[src/rtl/modmul_controller_if.sv]
`default_nettype none
// ============================================================================
// Module   : modmul_controller_if
// Brief    : Request/response bundle between the exponent loop and the
//            modular-multiply sequencer (operands in, result/status out).
// Revision : 1.0 - initial release
// ============================================================================
interface modmul_controller_if #(
    parameter int N = 32
);
    logic         start;
    logic [N-1:0] a;
    logic [N-1:0] b;
    logic [N-1:0] n;
    logic         busy;
    logic         done;
    logic         err;
    logic [N-1:0] result;

    // Requester side: issues operands, observes status and result
    modport master (
        output start, a, b, n,
        input  busy, done, err, result
    );

    // Sequencer side
    modport slave (
        input  start, a, b, n,
        output busy, done, err, result
    );
endinterface
`default_nettype wire

[src/rtl/modmul_controller.sv]
`default_nettype none
// ============================================================================
// Module   : modmul_controller
// Brief    : Computes (a*b) mod n by interleaved shift-add, one ALU operation
//            per cycle, driving the shared EX-stage operand mux and ALU.
//            Optional macro MODMUL_SKIP_LZ_EN: start the bit scan at the MSB
//            set in b and finish immediately when b==0.
// Revision : 1.0 - initial release
// ============================================================================
module modmul_controller #(
    parameter int N = 32
) (
    input  wire               clk,
    input  wire               rst,
    modmul_controller_if.slave bus,
    output logic [N-1:0]      rda,
    output logic [N-1:0]      rdb,
    output logic [N-1:0]      extended,
    output logic              alu_func,
    output logic              opb_selector,
    input  wire  [N-1:0]      alu_result,
    input  wire               C,
    input  wire               Z
);
    localparam int          IW      = (N > 1) ? $clog2(N) : 1;
    localparam [IW-1:0]     C_I_TOP = IW'(N - 1);
    localparam [IW-1:0]     C_I_ONE = IW'(1);

    localparam [2:0] S_IDLE    = 3'd0;
    localparam [2:0] S_DBL     = 3'd1;
    localparam [2:0] S_DBL_RED = 3'd2;
    localparam [2:0] S_ADD     = 3'd3;
    localparam [2:0] S_ADD_RED = 3'd4;
    localparam [2:0] S_DONE    = 3'd5;

    logic [2:0]    r_state;
    logic [2:0]    w_state_nxt;
    logic [N-1:0]  r_a;
    logic [N-1:0]  r_b;
    logic [N-1:0]  r_n;
    logic [N-1:0]  r_r;
    logic [N-1:0]  r_tmp;
    logic          r_cy;
    logic [IW-1:0] r_i;
    logic [N-1:0]  r_result;
    logic          r_err;
    logic [IW-1:0] w_i_load;
    logic [N-1:0]  w_red_r;
    logic          w_b_zero;

    // The zero flag has no role in the multiply sequence itself
    wire w_unused_z = Z;

    // Reduction step: keep the subtracted value when the doubled/added value
    // reached n (either it overflowed N bits, or the subtract did not borrow).
    // A wrapped subtract after overflow lands on the correct residue.
    assign w_red_r = (r_cy | C) ? alu_result : r_tmp;

    assign bus.err    = r_err;
    assign bus.result = r_result;

    // Starting bit index for a new request
    always_comb begin
        w_i_load = C_I_TOP;
        w_b_zero = 1'b0;
`ifdef MODMUL_SKIP_LZ_EN
        w_i_load = '0;
        w_b_zero = (bus.b == '0);
        for (int k = 0; k < N; k++) begin
            if (bus.b[k]) begin
                w_i_load = IW'(k);
            end
        end
`endif
    end

    // State register
    always_ff @(posedge clk or posedge rst) begin
        if (rst) begin
            r_state <= S_IDLE;
        end else begin
            r_state <= w_state_nxt;
        end
    end

    // Next-state logic: one DBL/DBL_RED pair per bit of b, plus ADD/ADD_RED per set bit
    always_comb begin
        w_state_nxt = r_state;
        case (r_state)
            S_IDLE: begin
                if (bus.start) begin
                    if (bus.n == '0 || w_b_zero) begin
                        w_state_nxt = S_DONE;
                    end else begin
                        w_state_nxt = S_DBL;
                    end
                end
            end
            S_DBL:     w_state_nxt = S_DBL_RED;
            S_DBL_RED: begin
                if (r_b[r_i]) begin
                    w_state_nxt = S_ADD;
                end else if (r_i == '0) begin
                    w_state_nxt = S_DONE;
                end else begin
                    w_state_nxt = S_DBL;
                end
            end
            S_ADD:     w_state_nxt = S_ADD_RED;
            S_ADD_RED: w_state_nxt = (r_i == '0) ? S_DONE : S_DBL;
            S_DONE:    w_state_nxt = S_IDLE;
            default:   w_state_nxt = S_IDLE;
        endcase
    end

    // Operand latching, accumulator updates, bit index and result capture
    always_ff @(posedge clk or posedge rst) begin
        if (rst) begin
            r_a      <= '0;
            r_b      <= '0;
            r_n      <= '0;
            r_r      <= '0;
            r_tmp    <= '0;
            r_cy     <= 1'b0;
            r_i      <= '0;
            r_result <= '0;
            r_err    <= 1'b0;
        end else begin
            case (r_state)
                S_IDLE: begin
                    if (bus.start) begin
                        r_a   <= bus.a;
                        r_b   <= bus.b;
                        r_n   <= bus.n;
                        r_r   <= '0;
                        r_i   <= w_i_load;
                        r_err <= (bus.n == '0);
                        if (w_state_nxt == S_DONE) begin
                            r_result <= '0;
                        end
                    end
                end
                S_DBL, S_ADD: begin
                    r_tmp <= alu_result;
                    r_cy  <= C;
                end
                S_DBL_RED, S_ADD_RED: begin
                    r_r <= w_red_r;
                    if (w_state_nxt == S_DONE) begin
                        r_result <= w_red_r;
                    end else if (w_state_nxt == S_DBL) begin
                        r_i <= r_i - C_I_ONE;
                    end
                end
                default: begin
                end
            endcase
        end
    end

    // ALU drives and status, decoded from the current state
    always_comb begin
        bus.busy     = 1'b0;
        bus.done     = 1'b0;
        rda          = '0;
        rdb          = '0;
        extended     = '0;
        alu_func     = 1'b0;
        opb_selector = 1'b0;
        case (r_state)
            S_DBL: begin
                bus.busy = 1'b1;
                rda      = r_r;
                rdb      = r_r;
                extended = r_n;
            end
            S_ADD: begin
                bus.busy = 1'b1;
                rda      = r_r;
                rdb      = r_a;
                extended = r_n;
            end
            S_DBL_RED, S_ADD_RED: begin
                bus.busy     = 1'b1;
                rda          = r_tmp;
                extended     = r_n;
                alu_func     = 1'b1;
                opb_selector = 1'b1;
            end
            S_DONE: begin
                bus.done = 1'b1;
            end
            default: begin
            end
        endcase
    end
endmodule
`default_nettype wire

[src/flat_wrapper.sv]
// flat-port wrapper written by rule: the top's interface ports become plain ports
module modmul_controller_flat 
#(
    parameter int N = 32
)
  (clk, rst, rda, rdb, extended, alu_func, opb_selector, alu_result, C, Z, bus_start, bus_a, bus_b, bus_n, bus_busy, bus_done, bus_err, bus_result);
  modmul_controller_if #(.N(N)) bus_i ();
  input  wire clk;
  input  wire rst;
  output logic [N-1:0] rda;
  output logic [N-1:0] rdb;
  output logic [N-1:0] extended;
  output logic alu_func;
  output logic opb_selector;
  input  wire  [N-1:0] alu_result;
  input  wire C;
  input  wire Z;
  input wire logic [$bits(bus_i.start)-1:0] bus_start;
  input wire logic [$bits(bus_i.a)-1:0] bus_a;
  input wire logic [$bits(bus_i.b)-1:0] bus_b;
  input wire logic [$bits(bus_i.n)-1:0] bus_n;
  output wire logic [$bits(bus_i.busy)-1:0] bus_busy;
  output wire logic [$bits(bus_i.done)-1:0] bus_done;
  output wire logic [$bits(bus_i.err)-1:0] bus_err;
  output wire logic [$bits(bus_i.result)-1:0] bus_result;
  assign bus_i.start = bus_start;
  assign bus_i.a = bus_a;
  assign bus_i.b = bus_b;
  assign bus_i.n = bus_n;
  assign bus_busy = bus_i.busy;
  assign bus_done = bus_i.done;
  assign bus_err = bus_i.err;
  assign bus_result = bus_i.result;
  modmul_controller #(.N(N)) u_core (.clk(clk), .rst(rst), .bus(bus_i), .rda(rda), .rdb(rdb), .extended(extended), .alu_func(alu_func), .opb_selector(opb_selector), .alu_result(alu_result), .C(C), .Z(Z));
endmodule
[config.mk]
export PLATFORM = sky130hd
export DESIGN_NAME = modmul_controller_flat
export DESIGN_NICKNAME = d
export VERILOG_FILES = /design/src/rtl/modmul_controller_if.sv /design/src/rtl/modmul_controller.sv /design/src/flat_wrapper.sv
export SDC_FILE = /design/constraint.sdc
export NUM_CORES = 1
export LEC_CHECK = 0
export BUFFER_PORTS_ARGS = -buffer_cell sky130_fd_sc_hd__buf_4
export CAP_MARGIN = 20
export CORE_UTILIZATION = 45
export CTS_CLUSTER_DIAMETER = 40
export DETAILED_ROUTE_END_ITERATION = 8
export PLACE_DENSITY = 0.7
export SLEW_MARGIN = 15
export SYNTH_ARGS = -nofsm -noshare
export SYNTH_HDL_FRONTEND = slang
export SYNTH_SLANG_ARGS = --single-unit
[constraint.sdc]
create_clock -name clk -period 7.32 [get_ports clk]
set_clock_uncertainty 0.1 [all_clocks]
set_input_delay 0.366 -clock clk [delete_from_list [all_inputs] [get_ports clk]]
set_output_delay 0.366 -clock clk [all_outputs]
set_load 0.02 [all_outputs]
; ---- Yosys cells after proc, flatten, opt, wreduce, memory -nomap -nowiden
; Cells that the tools add are included.
[word_totals]
ff_bits = 202
word_cells = 60
output_inout_bits = 133
[classes]
muxes = 24
n_reduce_logical = 11
addsub = 1
bitwise_logic = 1
magnitude_cmp = 1
eq_ne = 12
[ops]
columns = op, n
row1 = 32-bit one-hot mux with 2 select lines, 4
row2 = 32-bit 2-to-1 mux, 6
row3 = 32-bit logical NOT, 1
row4 = 5-bit 2-to-1 mux, 3
row5 = 3-bit one-hot mux with 5 select lines, 1
row6 = 3-bit 2-to-1 mux, 4
row7 = 5-bit one-hot mux with 2 select lines, 1
row8 = 3-bit == test (second input constant), 3
row9 = 4-bit AND reduction, 2
row10 = 3-bit by 1-bit == test with 1-bit output (second input constant), 2
row11 = 3-bit by 2-bit == test with 1-bit output (second input constant), 2
row12 = 5-bit by 6-bit < comparator with 1-bit output (second input constant), 1
row13 = 2-bit by 1-bit inequality test with 1-bit output (second input constant), 3
row14 = 1-bit binary-select mux with 5-bit select, 1
row15 = 5-bit logical NOT, 1
row16 = 5-bit by 1-bit subtractor with 5-bit output (second input constant), 1
row17 = 1-bit 2-to-1 mux, 4
row18 = 2-bit inequality test (second input constant), 2
row19 = 2-bit AND reduction, 2
row20 = 2-bit OR reduction, 2
row21 = 4-bit OR reduction, 1
row22 = 3-bit logical NOT, 1
row23 = 2-bit nonzero test, 1
row24 = 1-bit OR, 1

; ---- Logic depth before layout (Yosys ltp)
[logic_depth]
word_depth = 8
mapped_depth = 11

; ---- Worst setup path before layout
; OpenSTA, ideal clock, no wires.
[synth_path]
path_kind = reg-to-reg
from = register u_core.r_i[0]
to = register u_core.r_result[0] (netlist: u_core.bus.result[0])
path_slack_ps = 4699
period_less_slack_ps = 2621
required_ps = 7095
t_arrival_ps = 2396
stages_incl_launch_ff = 12
path_buffers = 3
path_cell_list = dfrtp_1 clkbuf_1 inv_1 ha_1 nor4b_1 and3_1 o2bb2ai_2 nor3_2 nand2b_4 buf_6 buf_6 mux2_4
[synth_between]
elab_chain_len = 7
[synth_rtl]
columns = item, line
row1 = "start, declared", modmul_controller.sv:44  ; logic [IW-1:0] r_i;
row2 = "start signal, assigned", modmul_controller.sv:136  ; r_i <= w_i_load;
row3 = "start signal, assigned", modmul_controller.sv:152  ; r_i <= r_i - C_I_ONE;
row4 = 1-bit binary-select mux with 5-bit select / 5-bit logical NOT (equally long branches), "modmul_controller.sv:101, modmul_controller.sv:103, modmul_controller.sv:110"
row5 = 1-bit 2-to-1 mux (implied by the code) / 3-bit 2-to-1 mux (equally long branches), "modmul_controller.sv:101, modmul_controller.sv:103, modmul_controller.sv:110"
row6 = 3-bit 2-to-1 mux, modmul_controller.sv:101  ; if (r_b[r_i]) begin
row7 = 3-bit one-hot mux with 5 select lines *, modmul_controller.sv:89  ; case (r_state)
row8 = 3-bit == test *, "modmul_controller.sv:138, modmul_controller.sv:149"
row9 = 2-bit by 1-bit inequality test with 1-bit output (no source line), -
row10 = 4-bit AND reduction (no source line) *, -
row11 = "end signal, assigned", modmul_controller.sv:150  ; r_result <= w_red_r;
row12 = "end, declared", modmul_controller.sv:45  ; logic [N-1:0] r_result;
; Mark *: on every way between the ends. The rest lies on a longest branch, timed or not. The select of a mux whose other input is x is not followed.
; A chain may end at the register's enable or synchronous reset.

; ---- Final worst setup path
[layout_path]
from = register u_core.r_state[2]
to = register u_core.r_result[1] (netlist: u_core.bus.result[1])
[layout_between]
elab_chain_len = 5
[layout_rtl]
columns = item, line
row1 = "start, declared", modmul_controller.sv:36  ; logic [2:0] r_state;
row2 = "start signal, assigned", modmul_controller.sv:82  ; r_state <= w_state_nxt;
row3 = "3-bit == test, or another cell as far along", modmul_controller.sv:89
row4 = 3-bit one-hot mux with 5 select lines *, modmul_controller.sv:89
row5 = via u_core.w_state_nxt[0], modmul_controller.sv:37  ; logic [2:0] w_state_nxt;
row6 = 3-bit == test *, "modmul_controller.sv:138, modmul_controller.sv:149"
row7 = 2-bit by 1-bit inequality test with 1-bit output (no source line), -
row8 = 4-bit AND reduction (no source line) *, -
; Mark *: on every way through the listed nets, which the timed path passes. The rest lies on a longest branch.

==> out/qor.yml <==
timing:
  period_share_pct: 56.11
  drv_slew: 0
  slew_headroom_pct: 31.81
  rsz0062_at_grt: "no"
  hold_viol: 0
  setup_slack_ns: 3.213
  finalSetupViolCount: 0
  tns_ns: 0
  tightest_slew_ns: 1.020
  whs_ns: 0.1522
  clock.fmax_mhz: 243.5
  period_needed_ns: 4.107
placement:
  gp_congestion: 0.7817
  dp_slack_ns: 3.171
  io_buffer_count: 264
  dp_hpwl_um: 16720
  dp_cells: 1394
yosys:
  syn_area_um2: 9632
  yosysWarnings: 0
  ys_seq_area_share_pct: 52.48
  syn_avg_cell_area_um2: 10.58
  synth_area_leaders: "dfrtp_1 52%, nand2_1 9.0%, mux2_2 7.6%"
  synth_area_leader_cell: "dfrtp_1"
  netlist-cell-type-count: 46
  ys_ff_latch: 202
  synth_fp_nets: 1045
  ys.flop_type: "dfrtp_1"
  syn_inst: 910
  synth-edff-count: 0
  synth_top_cell_area_share_pct: 52.48
  synthArstFlopShare_pct: 100.0
min_path:
  min_to: "u_core.r_cy"
  hold_path.startpoint: "C"
  whs_path_depth: 3
  min-delay-path-class: "in2reg"
critical_path:
  end_kind: "flip-flop"
  regToRegSetupSlack_ns: 3.21
  startpoint: "u_core.r_state[2]"
  rr_endpoint: "u_core.bus.result[1]"
  reg2reg_depth: 8
  critical-path-slowest-cell: "nor2_4"
  path_max_fanout: 37
  start_kind: "flip-flop"
  required_ns: 7.65
  arrival_ns: 4.44
  worstSetupPathType: "reg2reg"
  r2r_start: "u_core.r_state[2]"
  cpPeakStageDelay_ns: 0.93
  crit_top_cell: "inv_2"
  crit_chain: "xnor2_1, or2_1, buf_4, inv_2, nor2_4, inv_2, nand2b_4, mux2_1"
final_layout:
  n_fill_cell: 1558
  n_antenna_cell: 0
  final_layout_size_suffix_gt1_share_pct: 34.13
  final_cells: 1579
  nets: 1416
  syn_to_final_growth_pct: 47.06
cts:
  cts_sinks: 202
  cts_tree: "yes"
  cts.path.max_buffers: 3
  clockRootBuffer: "clkbuf_16"
  cts_buffers: 31
  insertion_delay_ns: 0.55
  htree_levels: 1
  ctsHoldBuffers: 129
  post_cts_buffers: 0
  clkTransAtPathRegs_ns: 0.06
  post_cts_resized: 0
die:
  core-area_um2: 21020
  die_x_um: 148.3
  num_rows: 53
  die_area_um2: 21990
  start_util_pct: 45.82
  ios: 266
  fp.dieH_um: 148.3
detailed_routing:
  firstDrtPassIters: 5
  via_per_inst: 5.253
  drt-total-wl_um: 28430
  drt_iter0_markers: 420
  ant_nets: 0
  avgRoutedWirePerCell_um: 18.01
  drc: 0
  num_vias: 8294
power:
  leakage_nw: 7.215
  cellPowerDensity_nw_per_um2: 450.6
  max-vdd-ir-drop_uv: 307.5
grt:
  first_global_vias: 8519
  antenna_found_initial: 0
  grt_pass1_wl_um: 44760
  overflow: 0
  grt_max_degree: 128
  track_usage_pct: 25.62
run_status:
  status: "complete, no violations"
job:
  max_cap_viol_count: 0
logic make-up (layout without fill, tap and decap cells):
| family | after synthesis | after routing | share of synthesized area, % |
|---|---|---|---|
| xor gates and xnor gates | 2 | 2 | 0.1819 |
| DFF | 202 | 202 | 52.48 |
| AOI/OAI and AO/OA | 142 | 142 | 9.990 |
| and+or+nand+nor | 341 | 341 | 15.33 |
| buffers and inverters | 72 | 466 | 3.286 |
| muxes | 149 | 149 | 18.47 |
| adders and majority gates | 2 | 2 | 0.2598 |
sequential cells by signal, summed over array words and instances (netlist names):
signal	count
u_core.r_tmp	32
u_core.r_i	5
u_core.r_cy	1
u_core.r_b	32
u_core.r_r	32
u_core.r_n	32
u_core.bus.err	1
u_core.bus.result	32
u_core.r_a	32
u_core.r_state	3
where the power goes:
part	total (mW)	switching (mW)	leakage [nW]	internal, mW
sequential	1.93	0.330	2.51	1.60
combinational	2.95	1.64	4.19	1.31
clock	1.50	0.544	0.518	0.958
routing by layer:
layer  share of wire, %  wire length, µm  GRT usage [%]  up-vias
met3                7.3             2080          6.840       55
li1                   -                -              -     3840
met1                 42            11840          31.73     4120
met5                  0                0              0        -
met4                2.6              746          7.577        0
met2                 48            13760          43.78      279
stage by stage:
| step | utilization, % | power [mW] | cell area (µm²) |
|---|---|---|---|
| final | 67.38 | 6.382 | 14160 |
| after global routing | 67.38 | 6.749 | 14160 |
| after CTS | 67.38 | 6.403 | 14160 |
| after detailed placement | 56.13 | 4.815 | 11800 |
| after global placement | 56.06 | 4.739 | 11780 |
| after floorplan | - | 3.765 | 9632 |
cells in the mapped netlist (3+ instances only):
cell type and number:
mux4_2 4, mux2i_1 45, nand2b_1 3, nor4_1 9, mux2_2 65, dfrtp_1 202
clkbuf_1 50, and2_1 35, mux2_4 30, a22o_1 32, nand2_1 231, nor2_1 41
inv_1 4, buf_1 8, a21o_1 33, o21ai_0 32, buf_6 5, nor2b_1 4
mux2_1 5, a21oi_1 33
worst max-delay path: cells and delay by family (launching register included):
family,cells,cell delay [ns]
buf+inv,3,0.99
xor+xnor,1,0.21
flops,1,0.62
simple gates,3,1.65
mux,1,0.38
how the worst max path moves through the flow:
stage	end	slack [ns]	depth (start not counted)
6_report	u_core.bus.result[1]	3.21	8
3_3_place_gp	u_core.bus.result[1]	3.20	8
4_1_cts	u_core.bus.result[1]	3.17	8
2_1_floorplan	u_core.bus.err	1.34	1
5_1_grt	u_core.bus.result[1]	2.96	8
3_5_place_dp	u_core.bus.result[1]	3.17	8
cell type report:
cell class / count / area, µm² / share of cell area [%]
inverter: 6 / 30.03 / 0.2120
multi-input combinational: 636 / 4297 / 30.33
clock buffer: 35 / 830.8 / 5.865
clock inverter: 21 / 244.0 / 1.722
timing repair buffer: 404 / 3363 / 23.74
sequential: 202 / 5056 / 35.69
tap: 275 / 344.1 / 2.429
cell usage in the layout (no fill, tap or decap), types with 2 or more instances in the layout:
master	instances
o21ai_1	2
nand4_1	2
dfrtp_1	201
o21ai_0	32
and2_1	35
mux2_1	5
a21oi_1	33
nor2b_1	3
clkbuf_8	4
and3_1	2
clkinv_4	3
nand2_1	231
clkinv_2	5
mux4_2	4
inv_2	2
or3_1	2
nand3_1	2
dlygate4sd3_1	129
bufinv_16	4
a211o_1	2
mux2_4	30
clkinvlp_4	5
nor3_1	2
ha_1	2
inv_6	4
a22o_1	32
buf_4	274
nor3_2	2
nor2_1	39
nor4_1	9
a21o_1	33
clkbuf_16	31
mux2i_1	45
nand3b_1	2
inv_1	3
nand2b_1	2
mux2_2	65
No activity file was read; power rests on OpenSTA's default activity.
